<file path="config.mk">
export PLATFORM = sky130hd
export DESIGN_NAME = stopwatch_core_flat
export DESIGN_NICKNAME = d
export VERILOG_FILES = /design/src/rtl/stopwatch_core_if.sv /design/src/rtl/stopwatch_core.sv /design/src/flat_wrapper.sv
export SDC_FILE = /design/constraint.sdc
export NUM_CORES = 1
export LEC_CHECK = 0
export CORE_MARGIN = 2
export CORE_UTILIZATION = 50
export DETAILED_ROUTE_END_ITERATION = 6
export PLACE_DENSITY = 0.71
export RECOVER_POWER = 50
export SLEW_MARGIN = 20
export SYNTH_ARGS = -nofsm -noshare
export SYNTH_HDL_FRONTEND = slang
export SYNTH_SLANG_ARGS = --single-unit
</file>
<file path="constraint.sdc">
create_clock -name clk -period 2.5 [get_ports clk]
set_clock_uncertainty 0.1 [all_clocks]
set_input_delay 0.25 -clock clk [delete_from_list [all_inputs] [get_ports clk]]
set_output_delay 0.25 -clock clk [all_outputs]
set_load 0.1 [all_outputs]
</file>
<file path="src/rtl/stopwatch_core_if.sv">
// stopwatch_core_if
//   Groups the stopwatch button inputs and the display/status outputs.
//   No valid/ready handshake: buttons are free-running debounced levels
//   (asynchronous to clk, synchronized inside the core) and every output
//   is a continuously valid level that the consumer may sample any cycle.
//
//   button0    : start/stop level
//   button1    : lap/clear level
//   digit_data : BCD {sec_tens, sec_units, hund_tens, hund_units}
//   running    : high in RUNNING or LAP
//   lap_active : high in LAP (display frozen)
//   overflow   : sticky, set when the count wraps 99.99 -> 00.00
//   state_dbg  : current FSM state encoding, for checkers/debug
interface stopwatch_core_if;
  logic        button0;
  logic        button1;
  logic [15:0] digit_data;
  logic        running;
  logic        lap_active;
  logic        overflow;
  logic [1:0]  state_dbg;

  modport master (
    output button0, button1,
    input  digit_data, running, lap_active, overflow, state_dbg
  );

  modport slave (
    input  button0, button1,
    output digit_data, running, lap_active, overflow, state_dbg
  );
endinterface

</file>
<file path="src/rtl/stopwatch_core.sv">
// stopwatch_core
//   Stopwatch engine counting 00.00 - 99.99 s in BCD at 10 ms resolution
//   for a seven-segment display driver. A four-state FSM (IDLE, RUNNING,
//   LAP, PAUSED) sequences start/stop, lap freeze and clear.
//
//   Optional feature macro: STOPWATCH_LAP_EN
//     defined   : LAP state, lap register and lap_active are built.
//     undefined : press1 in RUNNING is ignored, lap_active is 0 and the
//                 display always shows the live count.
//
//   Ports:
//     clk   : system clock (100 MHz)
//     reset : asynchronous, active-low reset
//     sw    : stopwatch_core_if.slave (buttons in, display/status out)
//
//   Parameter:
//     TICK_DIV : clk cycles per 10 ms count step (>= 2)
module stopwatch_core #(
  parameter int TICK_DIV = 1000000
) (
  input  logic             clk,
  input  logic             reset,
  stopwatch_core_if.slave  sw
);

  localparam int             PW  = $clog2(TICK_DIV);
  localparam logic [PW-1:0]  TOP = PW'(TICK_DIV - 1);

  typedef enum logic [1:0] {
    S_IDLE    = 2'd0,
    S_RUNNING = 2'd1,
    S_LAP     = 2'd2,
    S_PAUSED  = 2'd3
  } state_t;

  state_t        state;
  state_t        state_next;
  logic [1:0]    b0_sync;
  logic [1:0]    b1_sync;
  logic          b0_prev;
  logic          b1_prev;
  logic          press0;
  logic          press1;
  logic          counting;
  logic          tick;
  logic          clear_all;
  logic [PW-1:0] presc;
  logic [15:0]   count;
  logic [15:0]   disp_q;
  logic          ovf_q;
`ifdef STOPWATCH_LAP_EN
  logic          capture_lap;
  logic [15:0]   lap_reg;
`endif

  // Ripple-carry BCD increment; each nibble wraps 9 -> 0 and carries on.
  function automatic logic [15:0] bcd_inc(input logic [15:0] v);
    logic [15:0] r;
    logic        carry;
    r     = v;
    carry = 1'b1;
    for (int i = 0; i < 4; i++) begin
      if (carry) begin
        if (v[4*i +: 4] == 4'd9) begin
          r[4*i +: 4] = 4'd0;
        end else begin
          r[4*i +: 4] = v[4*i +: 4] + 4'd1;
          carry       = 1'b0;
        end
      end
    end
    return r;
  endfunction

  // Two-flop synchronizers plus previous-value registers for edge detect.
  always_ff @(posedge clk or negedge reset) begin
    if (!reset) begin
      b0_sync <= 2'b00;
      b1_sync <= 2'b00;
      b0_prev <= 1'b0;
      b1_prev <= 1'b0;
    end else begin
      b0_sync <= {b0_sync[0], sw.button0};
      b1_sync <= {b1_sync[0], sw.button1};
      b0_prev <= b0_sync[1];
      b1_prev <= b1_sync[1];
    end
  end

  assign press0 = b0_sync[1] & ~b0_prev;
  assign press1 = b1_sync[1] & ~b1_prev;

  assign counting = (state == S_RUNNING) || (state == S_LAP);
  assign tick     = counting && (presc == TOP);

  // FSM state register
  always_ff @(posedge clk or negedge reset) begin
    if (!reset) begin
      state <= S_IDLE;
    end else begin
      state <= state_next;
    end
  end

  // FSM next state; press0 is checked first so it wins over press1.
  always_comb begin
    state_next  = state;
    clear_all   = 1'b0;
`ifdef STOPWATCH_LAP_EN
    capture_lap = 1'b0;
`endif
    case (state)
      S_IDLE: begin
        if (press0) state_next = S_RUNNING;
      end
      S_RUNNING: begin
        if (press0) begin
          state_next = S_PAUSED;
        end
`ifdef STOPWATCH_LAP_EN
        else if (press1) begin
          state_next  = S_LAP;
          capture_lap = 1'b1;
        end
`endif
      end
      S_LAP: begin
`ifdef STOPWATCH_LAP_EN
        if (press0)      state_next = S_PAUSED;
        else if (press1) state_next = S_RUNNING;
`else
        state_next = S_IDLE;
`endif
      end
      S_PAUSED: begin
        if (press0) begin
          state_next = S_RUNNING;
        end else if (press1) begin
          state_next = S_IDLE;
          clear_all  = 1'b1;
        end
      end
      default: state_next = S_IDLE;
    endcase
  end

  // Prescaler holds while paused so a partial interval survives a pause.
  always_ff @(posedge clk or negedge reset) begin
    if (!reset) begin
      presc <= '0;
    end else if (clear_all) begin
      presc <= '0;
    end else if (counting) begin
      presc <= tick ? '0 : presc + 1'b1;
    end
  end

  // Live BCD count and sticky overflow. A tick on the same edge as a
  // press0 is still counted because counting uses the current state.
  always_ff @(posedge clk or negedge reset) begin
    if (!reset) begin
      count <= 16'h0000;
      ovf_q <= 1'b0;
    end else if (clear_all) begin
      count <= 16'h0000;
      ovf_q <= 1'b0;
    end else if (tick) begin
      count <= bcd_inc(count);
      if (count == 16'h9999) ovf_q <= 1'b1;
    end
  end

`ifdef STOPWATCH_LAP_EN
  always_ff @(posedge clk or negedge reset) begin
    if (!reset) begin
      lap_reg <= 16'h0000;
    end else if (capture_lap) begin
      lap_reg <= count;
    end
  end
`endif

  // Registered display: frozen lap value in LAP, live count otherwise.
  always_ff @(posedge clk or negedge reset) begin
    if (!reset) begin
      disp_q <= 16'h0000;
    end else begin
`ifdef STOPWATCH_LAP_EN
      disp_q <= (state == S_LAP) ? lap_reg : count;
`else
      disp_q <= count;
`endif
    end
  end

  assign sw.digit_data = disp_q;
  assign sw.running    = counting;
  assign sw.overflow   = ovf_q;
  assign sw.state_dbg  = state;
`ifdef STOPWATCH_LAP_EN
  assign sw.lap_active = (state == S_LAP);
`else
  assign sw.lap_active = 1'b0;
`endif

endmodule

</file>
<file path="src/flat_wrapper.sv">
// flat-port wrapper written by rule: the top's interface ports become plain ports
module stopwatch_core_flat 
#(
  parameter int TICK_DIV = 1000000
)
  (clk, reset, sw_button0, sw_button1, sw_digit_data, sw_running, sw_lap_active, sw_overflow, sw_state_dbg);
  stopwatch_core_if sw_i ();
  input  logic clk;
  input  logic reset;
  input wire logic [$bits(sw_i.button0)-1:0] sw_button0;
  input wire logic [$bits(sw_i.button1)-1:0] sw_button1;
  output wire logic [$bits(sw_i.digit_data)-1:0] sw_digit_data;
  output wire logic [$bits(sw_i.running)-1:0] sw_running;
  output wire logic [$bits(sw_i.lap_active)-1:0] sw_lap_active;
  output wire logic [$bits(sw_i.overflow)-1:0] sw_overflow;
  output wire logic [$bits(sw_i.state_dbg)-1:0] sw_state_dbg;
  assign sw_i.button0 = sw_button0;
  assign sw_i.button1 = sw_button1;
  assign sw_digit_data = sw_i.digit_data;
  assign sw_running = sw_i.running;
  assign sw_lap_active = sw_i.lap_active;
  assign sw_overflow = sw_i.overflow;
  assign sw_state_dbg = sw_i.state_dbg;
  stopwatch_core #(.TICK_DIV(TICK_DIV)) u_core (.clk(clk), .reset(reset), .sw(sw_i));
endmodule
</file>
==> impl_results.md, run 1 <==
* Worst EP arrival at 2.69 ns
* Clock buffer depth at 2
* Mean Syn Cell Area at 10.17 µm²
* Initial antenna violation count at 0
* Placed cell area at 3368 µm²
* Layout cells sized above 1 at 0.1964
* Area share of the largest cell type after synthesis at 0.5088
* CTS resizes at 0
* Final HPWL DP at 4343 µm
* RSZ-0062 raised after global routing: yes
* Failing checks: negative setup slack
* Total power at 0.002920 W
* Worst Hold Class: reg -> reg
* Congestion Overflow GR at 0
* Post-Syn Area at 3000 µm²
* Tightest Pin Transition at 1.294 ns
* Primary FF master, synth: dfrtp_1
* I/O pin cnt at 25
* Initial Util at 0.5128
* Met1 Usage GRT at 0.3173
* Max-Cap Viols at 0
* N_diodes at 0
* CP max FO at 13
* Vias in the first global route at 2,347
* Min cycle time layout at 2.523 ns
* Core area at 5851 µm²
* Slowest-stage cell, CP: or4_4
* Number of synthesized flops with an enable pin at 0
* Largest net degree at the start of global routing at 37
* Final hold vios at 0
* DRC Markers at 0
* M2 GR Usage at 0.3443
* Fillcell total at 508
* Later-pin clock latency in the skew report at 0.34 ns
* CP Capture Type: register
* Routed length per instance at 16.03 µm
* CTS tree: done
* Most common cell in the synthesized netlist: dfrtp_1
* Setup repair bufs after CTS at 0
* Synth warn at 0
* Synth unique cells at 44
* Synth Net Count at 312
* Post-synth top area cell: dfrtp_1
* FP Rows at 28
* Setup ws final at -0.02283 ns
* Port bufs at 23
* H-tree levels at 3
* P_leak at 1.549 nW
* Routed Antenna Nets at 0
* Crit Path Category: reg -> reg
* Global-route usage over all layers at 0.2273
* CP Launch Type: register
* First-pass iteration count of the detailed router at 4
* Status: finished, violations left
* Total length of routed wires at 6587 µm
* Post-DR vias/cell at 6.012
* Post-route design area at 3597 µm²
* Dpl ws at -0.004380 ns
* Largest stage delay on the critical path at 0.66 ns
* Final setup violation count at 4
* First-pass GRT wire length at 11,390 µm
* Relative slew slack at 0.1375
* Fin crit share at 1.009
* PwrDens at 811.7 nW/µm²
* Fmax at 396.4 MHz
* Worst VDD drop at 689.0 µV
* Root Driver: clkbuf_8
* Die Y-Extent at 81.47 µm
* Post-synthesis async set-or-reset flop share at 1.000
* Crit-path cells: or4b_4 -> or4_4 -> or4b_1 -> a21oi_1
* Total CTS buffers at 9
* Pins over their slew limit at 0
* Synthesis-to-layout area growth at 19.89%
* CTS sink count at 61
* Data required time of the worst path at 2.67 ns
* Grt met3 use at 0.06264
* Seq/Total Area, Yosys at 0.5088
* Most Used Layer, Global Route: met2
* Synth Register Bits at 61
* Top cells by area, synth: dfrtp_1, a21oi_1, ha_1
* Final nets at 348
* Die Wd at 81.47 µm
* GPL Wtd Cong at 0.8048
* Worst-path clk slew at 0.07 ns
* Die area at 6637 µm²
* Vias at 2,471
* Gate Count Post-Synth at 295
* Setup TNS at -0.05624 ns
* 1st-iter DRT viols at 148
* Commonest cells post-synth: dfrtp_1, a21oi_1, or4_1
## power by group
group          internal [W]  leakage, nW  switching, W
Clock              0.000586        0.112      0.000395
Sequential          0.00106        0.826     0.0000850
Combinational      0.000226        0.611      0.000568
## cell usage in the layout (no fill, tap or decap), drive strengths merged, types with 4 or more instances in the layout
cell type	n
a21oi	34
and2	6
and3b	5
buf	35
clkbuf	12
dfrtp	61
ha	13
inv	12
nand2	13
nand3	16
nand4	12
nor2	11
o21ai	14
o31ai	19
or3	5
or4	22
or4b	4
## sequential cells by signal (all words and copies together), names as in the netlist
| signal | cells |
|---|---|
| u_core.b1_prev | 1 |
| u_core.b1_sync | 2 |
| u_core.b0_prev | 1 |
| u_core.presc | 20 |
| u_core.sw.digit_data | 16 |
| u_core.sw.overflow | 1 |
| u_core.count | 16 |
| u_core.sw.state_dbg | 2 |
| u_core.b0_sync | 2 |
## cell type report
type / instances / area, µm² / share of cell area
Clock buffer: 10 / 137.6 / 0.03826
Clock inverter: 6 / 86.33 / 0.02400
Inverter: 12 / 47.55 / 0.01322
Multi-Input combinational cell: 207 / 1394 / 0.3875
Sequential cell: 61 / 1534 / 0.4264
Tap cell: 75 / 93.84 / 0.02609
Timing Repair Buffer: 40 / 304.0 / 0.08452
## repair_timing
action,4_1_cts,5_1_grt
hold buffers,1,0
hold endpoints to repair,25,0
gates cloned,1,0
pin swaps,3,2
endpoints found under the setup margin,6,12
## per-layer routing
layer | vias up | share of wire
met4 | 0 | 0.014
met1 | 1225 | 0.47
li1 | 1192 | -
met5 | - | 0
met3 | 8 | 0.043
met2 | 46 | 0.47
## worst paths after layout
check	to	slack (ns)	depth (start not counted)	start
worst max-delay path	u_core.count[6]$_DFFE_PN0P_	-0.02	4	u_core.presc[7]$_DFFE_PN0P_
worst min register to register	u_core.b1_sync[1]$_DFF_PN0_	0.26	0	u_core.b1_sync[0]$_DFF_PN0_
worst min-delay path	u_core.b1_sync[1]$_DFF_PN0_	0.26	0	u_core.b1_sync[0]$_DFF_PN0_
worst max register to register	u_core.count[6]$_DFFE_PN0P_	-0.02	4	u_core.presc[7]$_DFFE_PN0P_
min in group asynchronous	u_core.sw.digit_data[5]$_DFF_PN0_	0.63	2	reset
max in group asynchronous	u_core.presc[10]$_DFFE_PN0P_	0.42	3	reset
## critical path: cells and delay by family, from the launching register on
family / cells / cell delay [ns]
AOI/OAI and AO/OA: 1 / 0.16
DFF: 1 / 0.40
and+or+nand+nor: 3 / 1.79
## per-stage QoR
stage,utilization,hold slack (ns),std cells
after floorplan,-,-0.1456,295
after global placement,0.5757,0.1872,393
after CTS,0.6172,0.2283,411
after global routing,0.6148,0.2703,411
after detailed placement,0.5757,0.1856,393
final,0.6148,0.2568,411
## logic make-up (layout without fill, tap and decap cells)
kind of cell,Yosys count,in the layout,share of synthesized area
simple gates,110,111,0.2285
flops,61,61,0.5088
fa+ha+maj,13,13,0.05421
other cells,1,1,0.001250
compound gates,80,80,0.1618
xor+xnor,2,2,0.005839
buf+inv,28,68,0.03962
(Power assumes the default switching activity.)
==> inputs of run 2 (changes only) <==
--- a/config.mk
+++ b/config.mk
@@ -7,8 +7,9 @@
 export LEC_CHECK = 0
 export CORE_MARGIN = 2
 export CORE_UTILIZATION = 50
+export CTS_CLUSTER_SIZE = 10
 export DETAILED_ROUTE_END_ITERATION = 6
-export PLACE_DENSITY = 0.71
+export PLACE_DENSITY = 0.68
 export RECOVER_POWER = 50
 export SLEW_MARGIN = 20
 export SYNTH_ARGS = -nofsm -noshare
==> constraint.sdc (replaced) <==
create_clock -name clk -period 2.56 [get_ports clk]
set_clock_uncertainty 0.1 [all_clocks]
set_input_delay 0.256 -clock clk [delete_from_list [all_inputs] [get_ports clk]]
set_output_delay 0.256 -clock clk [all_outputs]
set_load 0.1 [all_outputs]
==> impl_results.md, run 2 (synthesis results as in run 1) <==
* Status: completed
* Worst VDD drop at 880.4 µV (+28%)
* Worst R2R Path Depth at 7 (+3)
* Highest routed layer: met4
* First-pass iteration count of the detailed router at 4 (unchanged)
* I/O pin cnt at 25 (unchanged)
* Worst EP arrival at 2.67 ns (-0.02 ns)
* Core area at 5851 µm² (unchanged)
* CTS sink count at 61 (unchanged)
* PwrDens at 800.4 nW/µm² (-1.4%)
* Sequential power share at 0.387 (-0.005)
* CP max FO at 9 (-4)
* Crit Path Category: reg -> reg
* Reg2Reg Setup Slack at 0.05 ns (+0.08 ns)
* 1st-iter DRT viols at 154 (+4.1%)
* Routed Antenna Nets at 0 (unchanged)
* Total length of routed wires at 6786 µm (+3.0%)
* Worst-path clk slew at 0.08 ns (about the same)
* Vias at 2,494 (+0.93%)
* Setup TNS at 0 ns (+0.05624 ns)
* CP Launch Type: register
* FF-to-FF End: u_core.count[7]$_DFFE_PN0P_
* RSZ-0062 raised after global routing: no
* Data required time of the worst path at 2.73 ns (+0.06 ns)
* DR WL met3 at 310 µm (+10%)
* Min cycle time layout at 2.507 ns (-0.01619 ns)
* Worst Hold Path Cells at 0 (unchanged)
* Total CTS buffers at 9 (unchanged)
* Fin crit share at 0.9792 (-0.02998)
* DRC Markers at 0 (unchanged)
* Congestion Overflow GR at 0 (unchanged)
* Die Wd at 81.47 µm (unchanged)
* Tightest Pin Transition at 1.371 ns (+0.07680 ns)
* Final hold vios at 0 (unchanged)
* Final HPWL DP at 4344 µm (about the same)
* Clock buffer depth at 2 (unchanged)
* Die Y-Extent at 81.47 µm (unchanged)
* WL met2 at 3223 µm (+3.6%)
* Top reg by flops: u_core.presc
* Layout cells sized above 1 at 0.1935 (-0.002976)
* Cell Int Power at 0.001859 W (-0.69%)
* Max-Cap Viols at 0 (unchanged)
* Worst Hold Class: reg -> reg
* Initial Util at 0.5128 (unchanged)
* Relative slew slack at 0.08625 (-0.05120)
* WHS Endpoint: u_core.b0_sync[1]$_DFF_PN0_
* Net Sw Frac at 0.3565 (-0.002477)
* Final hold slack at 0.2593 ns (+0.002521 ns)
* Largest stage delay on the critical path at 0.63 ns (-0.03 ns)
* Final nets at 348 (unchanged)
* Final setup violation count at 0 (-4)
* Largest net degree at the start of global routing at 37 (unchanged)
* CTS tree: done
* Fmax at 398.9 MHz (+0.65%)
* Later-pin clock latency in the skew report at 0.34 ns (about the same)
* NetSw at 0.001030 W (-1.8%)
* P_leak at 1.543 nW (-0.39%)
* Total power at 0.002888 W (-1.1%)
* Post-route met1 wirelength at 3222 µm (+3.8%)
* First-pass GRT wire length at 10,930 µm (-4.0%)
* Gate power share at 0.273 (about the same)
* Port bufs at 23 (unchanged)
* Global-route usage over all layers at 0.2179 (-0.009443)
* Routed length per instance at 16.51 µm (+3.0%)
* Root Driver: clkbuf_8
* Die area at 6637 µm² (unchanged)
* N_diodes at 0 (unchanged)
* Max reg flops at 20 (unchanged)
* Most common cell after layout, fill and taps aside: dfrtp_1
* GPL Wtd Cong at 0.7833 (-2.7%)
* R2R Path Start: u_core.sw.state_dbg[0]$_DFFE_PN0P_
* Initial antenna violation count at 0 (unchanged)
* Most frequent cells in the layout: dfrtp_1, buf_4, a21oi_1
* Post-DR vias/cell at 6.068 (+0.93%)
* Synthesis-to-layout area growth at 20.27%
* Pins over their slew limit at 0 (unchanged)
* Slowest-stage cell, CP: or4_4
* CP Capture Type: register
* Crit-path cells: inv_2 -> ha_4 -> nand3_2 -> or4_4 -> buf_4 -> or4_1 -> a21oi_1
* Hold path start: u_core.b0_sync[0]$_DFF_PN0_
* Fillcell total at 526 (+3.5%)
* FP Rows at 28 (unchanged)
* Vias in the first global route at 2,251 (-4.1%)
* H-tree levels at 3 (unchanged)
* Clock power frac at 0.340 (+0.004)
run 2: cell types whose count changed in the layout (fill, tap and decap cells not counted), sizes merged:
cell    before  now
buf         35   34
clkbuf      12   15
clkinv       3    0
or4         22   23
run 2: cell type report:
type / count / area (µm²) / area share
Inverter: 12 / 47.55 / 0.01318
Sequential cell: 61 / 1534 / 0.4251
Clock inverter: 3 / 67.56 / 0.01872
Timing Repair Buffer: 39 / 296.5 / 0.08218
Tap cell: 75 / 93.84 / 0.02601
Clock buffer: 13 / 158.9 / 0.04404
Multi-Input combinational cell: 208 / 1410 / 0.3908
run 2: power by group through the flow:
| stage | Combinational [W] | Sequential, W | Clock, W |
|---|---|---|---|
| detailed placement | 0.000792 | 0.00113 | 0 |
| global placement | 0.000775 | 0.00113 | 0 |
| finish | 0.000789 | 0.00112 | 0.000982 |
| CTS | 0.000796 | 0.00112 | 0.000994 |
| global route | 0.000866 | 0.00113 | 0.00104 |
| floorplan | 0.000544 | 0.00122 | 0 |
run 2: what timing repair did:
action | 4_1_cts | 5_1_grt
setup buffers | 0 | 2
resized for setup | 0 | 4
hold endpoints to repair | 25 | 0
hold buffers | 1 | 0
setup endpoints to repair | 0 | 9
run 2: how the worst max path moves through the flow:
stage	start	end	depth (start not counted)
finish	u_core.sw.state_dbg[0]$_DFFE_PN0P_	u_core.count[7]$_DFFE_PN0P_	7
global route	u_core.sw.state_dbg[0]$_DFFE_PN0P_	u_core.count[7]$_DFFE_PN0P_	7
CTS	u_core.presc[7]$_DFFE_PN0P_	u_core.count[8]$_DFFE_PN0P_	4
detailed placement	u_core.presc[7]$_DFFE_PN0P_	u_core.count[8]$_DFFE_PN0P_	4
global placement	u_core.presc[7]$_DFFE_PN0P_	u_core.count[1]$_DFFE_PN0P_	4
floorplan	u_core.sw.state_dbg[1]$_DFFE_PN0P_	u_core.count[11]$_DFFE_PN0P_	8
run 2: through the flow:
step | instance area [µm²] | setup slack (ns) | std cells | util
after floorplan | 3062 | -0.2675 | 295 | -
after global placement | 3341 | 0.09998 | 390 | 0.5710
after detailed placement | 3341 | 0.02805 | 390 | 0.5710
after CTS | 3577 | 0.01878 | 407 | 0.6114
after global routing | 3608 | 0.002265 | 411 | 0.6168
final | 3608 | 0.05336 | 411 | 0.6168
run 2: per-layer routing:
layer / track usage / vias up
li1: - / 1198
met1: 0.3059 / 1243
met2: 0.3402 / 49
met3: 0.05275 / 4
met4: 0.05593 / 0
met5: 0 / -
run 2: worst max-delay path, delay by kind of cell (launching register included):
family / cells / cell delay, ns
buf+inv: 2 / 0.22
flops: 1 / 0.46
compound gates: 1 / 0.15
fa+ha+maj: 1 / 0.32
simple gates: 3 / 1.18
==> inputs of run 3 (changes only) <==
--- a/config.mk
+++ b/config.mk
@@ -9,6 +9,7 @@
 export CORE_UTILIZATION = 50
 export CTS_CLUSTER_SIZE = 10
 export DETAILED_ROUTE_END_ITERATION = 6
+export GPL_TIMING_DRIVEN = 0
 export PLACE_DENSITY = 0.68
 export RECOVER_POWER = 50
 export SLEW_MARGIN = 20
==> impl_results.md, run 3 (synthesis results as in run 1) <==
* FP Rows at 28 (unchanged)
* Worst-path clk slew at 0.07 ns (about the same)
* Net Sw Frac at 0.3566 (about the same)
* Later-pin clock latency in the skew report at 0.34 ns (about the same)
* Die Wd at 81.47 µm (unchanged)
* Max reg flops at 20 (unchanged)
* Fin crit share at 0.9934 (+0.01427)
* Final nets at 351 (+0.86%)
* Routed Antenna Nets at 0 (unchanged)
* Cell Int Power at 0.001882 W (+1.2%)
* 1st-iter DRT viols at 108 (-30%)
* NetSw at 0.001043 W (+1.3%)
* Gate power share at 0.288 (+0.015)
* Fillcell total at 474 (-9.9%)
* Largest stage delay on the critical path at 0.56 ns (-0.07 ns)
* Worst VDD drop at 825.1 µV (-6.3%)
* N_diodes at 0 (unchanged)
* Worst EP arrival at 2.71 ns (+0.04 ns)
* Reg area at 1538 µm² (+0.24%)
* Total power at 0.002925 W (+1.3%)
* Port bufs at 23 (unchanged)
* Final hold slack at 0.2604 ns (+0.001121 ns)
* Most frequent cells in the layout: dfrtp_1, a21oi_1, o31ai_1, or4_1, clkdlybuf4s50_1
* Clock power frac at 0.331 (-0.009)
* Final hold vios at 0 (unchanged)
* Footprint of the multi-input gates at 1426 µm² (+1.2%)
* Largest net degree at the start of global routing at 37 (unchanged)
* Setup TNS at 0 ns (unchanged)
* Data required time of the worst path at 2.73 ns (about the same)
* Fmax at 393.2 MHz (-1.4%)
* Root Driver: clkbuf_8
* Post-DR vias/cell at 5.978 (-1.5%)
* DRC Markers at 0 (unchanged)
* H-tree levels at 3 (unchanged)
* Layout cells sized above 1 at 0.1534 (-0.04006)
* CP Launch Type: register
* Post-Route Utilization at 0.6347 (+0.01797)
* PwrDens at 787.6 nW/µm² (-1.6%)
* Core area at 5851 µm² (unchanged)
* Crit Path Category: reg -> reg
* Die area at 6637 µm² (unchanged)
* Dpl cells at 394 (+1.0%)
* Die Y-Extent at 81.47 µm (unchanged)
* Final setup violation count at 0 (unchanged)
* First-pass GRT wire length at 10,910 µm (-0.19%)
* Initial Util at 0.5128 (unchanged)
* Clock buffer depth at 2 (unchanged)
* First-pass iteration count of the detailed router at 4 (unchanged)
* Routed length per instance at 15.90 µm (-3.7%)
* Most common cell after layout, fill and taps aside: dfrtp_1
* Top reg by flops: u_core.presc
* CTS sink count at 61 (unchanged)
* CTS tree: done
* Pins over their slew limit at 0 (unchanged)
* Global-route usage over all layers at 0.2189 (+0.001048)
* CP Capture Type: register
* CP bufs+invs at 1 (-1)
* RSZ-0062 raised after global routing: yes
* Synthesis-to-layout area growth at 23.77%
* Relative slew slack at 0.04173 (-0.04453)
* Status: completed
* Worst Hold Class: reg -> reg
* Tightest Pin Transition at 1.437 ns (+0.06679 ns)
* I/O pin cnt at 25 (unchanged)
* Worst path top cell family by delay: simple AND/OR/NAND/NOR gates
* Min cycle time layout at 2.543 ns (+0.03653 ns)
* Crit-path cells: or4b_4 -> or4_4 -> buf_6 -> or4_1 -> a21oi_2
* Vias at 2,475 (-0.76%)
* Fin cells at 414 (+0.73%)
* GPL Wtd Cong at 0.8587 (+9.6%)
* Sequential power share at 0.381 (-0.006)
* Slowest-stage cell, CP: or4_4
* Total length of routed wires at 6584 µm (-3.0%)
* Total CTS buffers at 9 (unchanged)
* Max-Cap Viols at 0 (unchanged)
* Initial antenna violation count at 0 (unchanged)
* CP max FO at 10 (+1)
* Final HPWL DP at 4462 µm (+2.7%)
* Congestion Overflow GR at 0 (unchanged)
* Vias in the first global route at 2,272 (+0.93%)
* P_leak at 1.516 nW (-1.7%)
run 3: worst paths after layout:
kind	from	end	slack, ns	cells past startpoint
worst max-delay path	u_core.presc[6]$_DFFE_PN0P_	u_core.count[9]$_DFFE_PN0P_	0.02	5
worst min-delay path	u_core.b0_sync[0]$_DFF_PN0_	u_core.b0_sync[1]$_DFF_PN0_	0.26	0
worst max register to register	u_core.presc[6]$_DFFE_PN0P_	u_core.count[9]$_DFFE_PN0P_	0.02	5
worst min register to register	u_core.b0_sync[0]$_DFF_PN0_	u_core.b0_sync[1]$_DFF_PN0_	0.26	0
max in group asynchronous	reset	u_core.presc[6]$_DFFE_PN0P_	0.72	2
min in group asynchronous	reset	u_core.sw.digit_data[14]$_DFF_PN0_	0.69	2
run 3: layer usage:
metal / share of wire / track usage
met5: 0 / 0
met4: 0.024 / 0.1254
met3: 0.051 / 0.04725
met2: 0.46 / 0.3180
met1: 0.47 / 0.3027
run 3: layout make-up:
cell class | instances | share of cell area
Clock buffer | 12 | 0.04178
Tap cell | 75 | 0.02527
Clock inverter | 4 | 0.01887
Timing Repair Buffer | 29 | 0.07615
Inverter | 12 | 0.01280
Sequential cell | 61 | 0.4141
Multi-Input combinational cell | 206 | 0.3841
Buffer | 15 | 0.02695
run 3: power by group through the flow:
stage / clock, W / combinational, W / sequential [W]
final: 0.000967 / 0.000842 / 0.00112
after floorplan: 0 / 0.000544 / 0.00122
after global routing: 0.00103 / 0.000926 / 0.00113
after CTS: 0.000993 / 0.000831 / 0.00112
after global placement: 0 / 0.000817 / 0.00113
after detailed placement: 0 / 0.000828 / 0.00113
run 3: metrics by stage:
step | cell area [µm²] | worst slack (ns)
after CTS | 3660 | -0.01701
after global placement | 3386 | -1.248
after floorplan | 3062 | -0.2675
final | 3714 | 0.01683
after detailed placement | 3403 | -0.3939
after global routing | 3714 | -0.04589
run 3: what timing repair did:
item                       CTS  global route
setup endpoints to repair   17            26
pin swaps                    4             2
hold endpoints to repair    25             0
gates resized for setup      5            13
buffers inserted             1             3
hold buffers                 1             0
==> RTL edit 1 (flow settings as in run 1) <==
`TICK_DIV` is set to 1000000 in 2 places; all go to 2000000.
--- a/src/rtl/stopwatch_core.sv
+++ b/src/rtl/stopwatch_core.sv
@@ -18,3 +18,3 @@
 module stopwatch_core #(
-  parameter int TICK_DIV = 1000000
+  parameter int TICK_DIV = 2000000
 ) (
--- a/src/flat_wrapper.sv
+++ b/src/flat_wrapper.sv
@@ -3,3 +3,3 @@
 #(
-  parameter int TICK_DIV = 1000000
+  parameter int TICK_DIV = 2000000
 )
Check against the original RTL: same outputs for any inputs over 10 cycles, from zero or initial values and one cycle with reset low; that may be too few to reach the edited logic, so the function may still have changed.
==> RTL edit 1 against run 1 <==
  * Sequential cell count grew 1
  * Sequential share of layout area shrank 0.51 points
  * Area after synthesis grew 3.6%
  * Count of clock-buffer cells in the layout grew 2
  * Worst hold slack gained 0.0069 ns
  * Via count shrank 0.49%
  * Non-clock buffer count grew 2
  * Worst setup slack gained 0.14 ns
  * Global-route usage shrank 2.6 points
  * First-iteration DRC count grew 18%
  * Final cell count grew 2.2%
  * Power grew 1.5%
  * Wire length shrank 2.8%
  * Final area grew 2.9%
  * Critical path type unchanged
  * Critical endpoint is now u_core.count[9]$_DFFE_PN0P_
  * Largest power group unchanged
==> RTL edit 1: results (changes against run 1) <==
\begin{tabular}{lr}
\hline
Metric & Value \\
\hline
\multicolumn{2}{l}{\textbf{Cells and area}} \\
CLK BUF & 12 (+2) \\
Clock distribution area overhead in the final layout & 5.411\% (-0.82 points) \\
Number of buffers outside the clock class in the layout & 42 (+5.0\%) \\
Net count of the finished layout & 357 (+2.6\%) \\
Multi-Input Combinational & 213 (+2.9\%) \\
Multi-input combinational cell area & 1455 um\^{}2 (+4.4\%) \\
Fillers & 509 (+0.20\%) \\
Largest register FFs & 21 (+5.0\%) \\
Non-clk buf share & 9.300\% (+0.85 points) \\
Register cell area after layout & 1559 um\^{}2 (+1.6\%) \\
\multicolumn{2}{l}{\textbf{Timing}} \\
Slew Limit Headroom & 9.810\% (-3.9 points) \\
Setup slack of the critical path after layout & 0.1136 ns (+0.1364 ns) \\
WHS & 0.2637 ns (+0.006939 ns) \\
\multicolumn{2}{l}{\textbf{Critical path}} \\
CP Max Fanout & 24 (+11) \\
Depth of the worst register-to-register path & 7 (+3) \\
Critical path startpoint & u\_core.sw.state\_dbg[1]\$\_DFFE\_PN0P\_ \\
\multicolumn{2}{l}{\textbf{Power}} \\
Total leakage power & 0.001639 uW (+5.8\%) \\
Power per cell area & 801.0 nW/um\^{}2 (-1.3\%) \\
Cell-internal power & 1916 uW (+2.4\%) \\
\multicolumn{2}{l}{\textbf{Placement}} \\
Area of placed instances & 3468 um\^{}2 (+3.0\%) \\
Pre-CTS setup slack & 0.1018 ns (+0.1061 ns) \\
Number of instances in the placed design & 400 (+1.8\%) \\
\multicolumn{2}{l}{\textbf{Status}} \\
Result of the run & finished clean \\
\multicolumn{2}{l}{\textbf{GRT}} \\
Via count of the first global-routing pass & 2315 (-1.4\%) \\
Combined global-route utilization of all metal layers & 20.16\% (-2.6 points) \\
Wire length of the first global-routing pass & 11250 um (-1.2\%) \\
\multicolumn{2}{l}{\textbf{Yosys}} \\
Synth area leaders & sky130\_fd\_sc\_hd\_\_dfrtp\_1 50\%, sky130\_fd\_sc\_hd\_\_ha\_1 5.2\%, sky130\_fd\_sc\_hd\_\_a21oi\_1 3.7\%, sky130\_fd\_sc\_hd\_\_or4\_1 3.6\%, sky130\_fd\_sc\_hd\_\_mux2i\_1 2.6\% \\
Cell types with the highest counts after synthesis & 62 x sky130\_fd\_sc\_hd\_\_dfrtp\_1, 23 x sky130\_fd\_sc\_hd\_\_a21oi\_1, 19 x sky130\_fd\_sc\_hd\_\_nand2\_1, 15 x sky130\_fd\_sc\_hd\_\_or4\_1, 14 x sky130\_fd\_sc\_hd\_\_o21ai\_0 \\
Net Count, Synth & 320 (+2.6\%) \\
Portion of the post-synthesis area used by sequential elements & 49.90\% (-0.98 points) \\
\multicolumn{2}{l}{\textbf{Detailed routing}} \\
Avg Vias per Cell & 5.855 (-2.6\%) \\
DR vias & 2459 (-0.49\%) \\
Wirelength, routed & 6401 um (-2.8\%) \\
\hline
\end{tabular}
RTL edit 1: final timing paths:
kind,end
setup / recovery,u_core.count[9]$_DFFE_PN0P_
hold / removal,u_core.b1_sync[1]$_DFF_PN0_
setup reg to reg,u_core.count[9]$_DFFE_PN0P_
hold reg to reg,u_core.b1_sync[1]$_DFF_PN0_
max in group asynchronous,u_core.sw.state_dbg[0]$_DFFE_PN0P_
min in group asynchronous,u_core.sw.digit_data[10]$_DFF_PN0_
RTL edit 1: worst max-delay path, stage by stage, from the launching register on:
cell,delay [ns]
sky130_fd_sc_hd__dfrtp_4,0.45
sky130_fd_sc_hd__inv_4,0.05
sky130_fd_sc_hd__ha_4,0.30
sky130_fd_sc_hd__nand4b_1,0.10
sky130_fd_sc_hd__or4_1,0.40
sky130_fd_sc_hd__buf_4,0.22
sky130_fd_sc_hd__or4_1,0.55
sky130_fd_sc_hd__a21oi_1,0.13
RTL edit 1: power by group through the flow:
stage               Clock [uW]  Combinational [uW]  Sequential, uW
floorplan                    0                 533            1270
global placement             0                 858            1170
detailed placement           0                 870            1170
CTS                        905                 872            1150
global route               948                1000            1170
finish                     887                 922            1150
RTL edit 1: cell families (layout without fill, tap and decap cells):
logic type,count (synthesis),count (layout),share of synthesized area (%)
buffers and inverters,28,70,4.105
other,1,1,0.1206
XOR/XNOR,4,4,1.127
adder cells (fa/ha/maj),13,13,5.232
AND/OR/NAND/NOR,123,123,24.19
flip-flops,62,62,49.90
AO/OA/AOI/OAI,64,64,12.76
multiplexers,8,8,2.576
RTL edit 1: routing by layer:
layer,global-route usage [%],vias to the layer above,share of wire (%)
li1,-,1202,-
met1,29.23,1185,48
met2,29.18,60,45
met3,3.777,12,4.5
met4,9.687,0,2.0
met5,0,-,0
==> RTL edit 2 (flow settings as in run 1) <==
Without the edit above. One comparison of `count` changes from == to >=.
--- a/src/rtl/stopwatch_core.sv
+++ b/src/rtl/stopwatch_core.sv
@@ -168,3 +168,3 @@
       count <= bcd_inc(count);
-      if (count == 16'h9999) ovf_q <= 1'b1;
+      if (count >= 16'h9999) ovf_q <= 1'b1;
     end
Formal check against the unedited RTL: no difference found for any inputs over 10 cycles, from zero or initial values and one cycle with reset low; that may be too few to reach the edited logic, so the function may still have changed.
==> RTL edit 2 against run 1 <==
  * Count of clock-buffer cells in the layout unchanged
  * Final area is 5.4% lower
  * Area after synthesis down 2.8%
  * Sequential power barely moved
  * Worst setup slack better by 0.22 ns
  * Wire length decreased by 11%
  * Sequential cell count unchanged
  * Power fell by 5.0%
  * Critical path type unchanged
  * Largest cell class unchanged
  * Largest power group unchanged
==> RTL edit 2: results (changes against run 1) <==
\begin{tabular}{lr}
\hline
Metric & Value \\
\hline
\multicolumn{2}{l}{\textbf{Power}} \\
Total leakage power & 0.001502 uW (-3.0\%) \\
NetSw & 1002 uW (-4.4\%) \\
Worst ir drop on vdd & 785.4 uV (+14\%) \\
\multicolumn{2}{l}{\textbf{Critical path}} \\
Slowest stage cell on the critical path & sky130\_fd\_sc\_hd\_\_or4\_1 \\
Setup slack of the worst register-to-register path & 0.19 ns (+0.22 ns) \\
Depth of the worst register-to-register path & 7 (+3) \\
CP Max Fanout & 11 (-2) \\
Data arrival at the endpoint of the critical path & 2.46 ns (-0.23 ns) \\
Worst reg2reg startpoint & u\_core.sw.state\_dbg[1]\$\_DFFE\_PN0P\_ \\
Largest stage delay on the critical path & 0.52 ns (-0.14 ns) \\
\multicolumn{2}{l}{\textbf{Placement}} \\
Area of placed instances & 3227 um\^{}2 (-4.2\%) \\
GP Congestion & 0.8052 (about the same) \\
\multicolumn{2}{l}{\textbf{GRT}} \\
Global-route track usage on met2 & 30.33\% (-4.1 points) \\
Initial antenna violation count & 0 (unchanged) \\
Wire length of the first global-routing pass & 10030 um (-12\%) \\
Met1 Use GR & 28.27\% (-3.5 points) \\
Global Route met3 Usage & 3.371\% (-2.9 points) \\
Maximum number of pins on one net before global-route repair & 28 (-24\%) \\
Combined global-route utilization of all metal layers & 20.31\% (-2.4 points) \\
\multicolumn{2}{l}{\textbf{Detailed routing}} \\
Routed wirelength normalized by instance count & 15.03 um (-6.2\%) \\
DR vias & 2242 (-9.3\%) \\
Violation count after the first detailed-route iteration & 141 (-4.7\%) \\
\multicolumn{2}{l}{\textbf{Timing}} \\
Pin slew with the least headroom to its limit & 1.188 ns (-0.1053 ns) \\
\multicolumn{2}{l}{\textbf{Cells and area}} \\
Fraction of layout instances using a drive strength above 1 & 17.30\% (-2.3 points) \\
Net count of the finished layout & 324 (-6.9\%) \\
\multicolumn{2}{l}{\textbf{CTS}} \\
Resized cells post-CTS & 0 (unchanged) \\
\multicolumn{2}{l}{\textbf{Yosys}} \\
Portion of the post-synthesis area used by sequential elements & 52.36\% (+1.5 points) \\
Synth cell types & 47 (+6.8\%) \\
Synth area leaders & sky130\_fd\_sc\_hd\_\_dfrtp\_1 52\%, sky130\_fd\_sc\_hd\_\_nor2\_1 4.4\%, sky130\_fd\_sc\_hd\_\_xnor2\_1 4.2\%, sky130\_fd\_sc\_hd\_\_a21oi\_1 2.7\%, sky130\_fd\_sc\_hd\_\_nand2\_1 2.4\% \\
Cell types with the highest counts after synthesis & 61 x sky130\_fd\_sc\_hd\_\_dfrtp\_1, 34 x sky130\_fd\_sc\_hd\_\_nor2\_1, 19 x sky130\_fd\_sc\_hd\_\_nand2\_1, 16 x sky130\_fd\_sc\_hd\_\_a21oi\_1 \\
\multicolumn{2}{l}{\textbf{Status}} \\
Result of the run & finished clean \\
\hline
\end{tabular}
RTL edit 2: worst max path at each step:
| stage | endpoint | from | cells past startpoint | slack, ns |
|---|---|---|---|---|
| floorplan | u_core.count[14]$_DFFE_PN0P_ | u_core.sw.state_dbg[1]$_DFFE_PN0P_ | 9 | -0.18 |
| detailed placement | u_core.count[12]$_DFFE_PN0P_ | u_core.sw.state_dbg[0]$_DFFE_PN0P_ | 7 | 0.23 |
| global route | u_core.count[12]$_DFFE_PN0P_ | u_core.sw.state_dbg[1]$_DFFE_PN0P_ | 7 | 0.06 |
| global placement | u_core.count[12]$_DFFE_PN0P_ | u_core.sw.state_dbg[0]$_DFFE_PN0P_ | 7 | 0.29 |
| CTS | u_core.count[12]$_DFFE_PN0P_ | u_core.sw.state_dbg[1]$_DFFE_PN0P_ | 7 | 0.20 |
| finish | u_core.count[12]$_DFFE_PN0P_ | u_core.sw.state_dbg[1]$_DFFE_PN0P_ | 7 | 0.19 |
RTL edit 2: cell type report:
cell class,count,area [um^2],area share [%]
timing repair buffer,33,257.7,7.571
clock inverter,4,50.05,1.470
clock buffer,10,137.6,4.043
sequential,61,1534,45.06
inverter,12,47.55,1.397
multi-input combinational,198,1287,37.82
tap,72,90.09,2.646
RTL edit 2: power groups by stage:
| stage | logic (uW) | registers, uW | clock network, uW |
|---|---|---|---|
| CTS | 798 | 1140 | 850 |
| floorplan | 525 | 1260 | 0 |
| detailed placement | 790 | 1160 | 0 |
| finish | 796 | 1140 | 835 |
| global route | 867 | 1150 | 893 |
| global placement | 776 | 1160 | 0 |
RTL edit 2: metal layers:
metal,wire length (um),vias up,share of wire [%]
met1,2856,1120,49
li1,-,1063,-
met3,208,13,3.5
met4,142,0,2.4
met2,2654,46,45
met5,0,-,0
RTL edit 2: cells by family after synthesis:
logic type	count (synthesis)	synth area share [%]
AOI/OAI and AO/OA	40	8.369
and+or+nand+nor	126	24.94
xor gates and xnor gates	19	5.708
adders and majority gates	5	2.146
DFF	61	52.36
buffers and inverters	24	3.906
other	1	0.1286
muxes	7	2.446
RTL edit 2: what timing repair did:
item	4_1_cts	5_1_grt
hold endpoints to repair	20	0
setup endpoints to repair	0	0
hold buffers	1	0
RTL edit 2: through the flow:
step | setup WS (ns) | std cells
finish | 0.1927 | 390
global route | 0.06214 | 390
CTS | 0.1987 | 390
detailed placement | 0.2254 | 375
global placement | 0.2869 | 375
floorplan | -0.1791 | 283
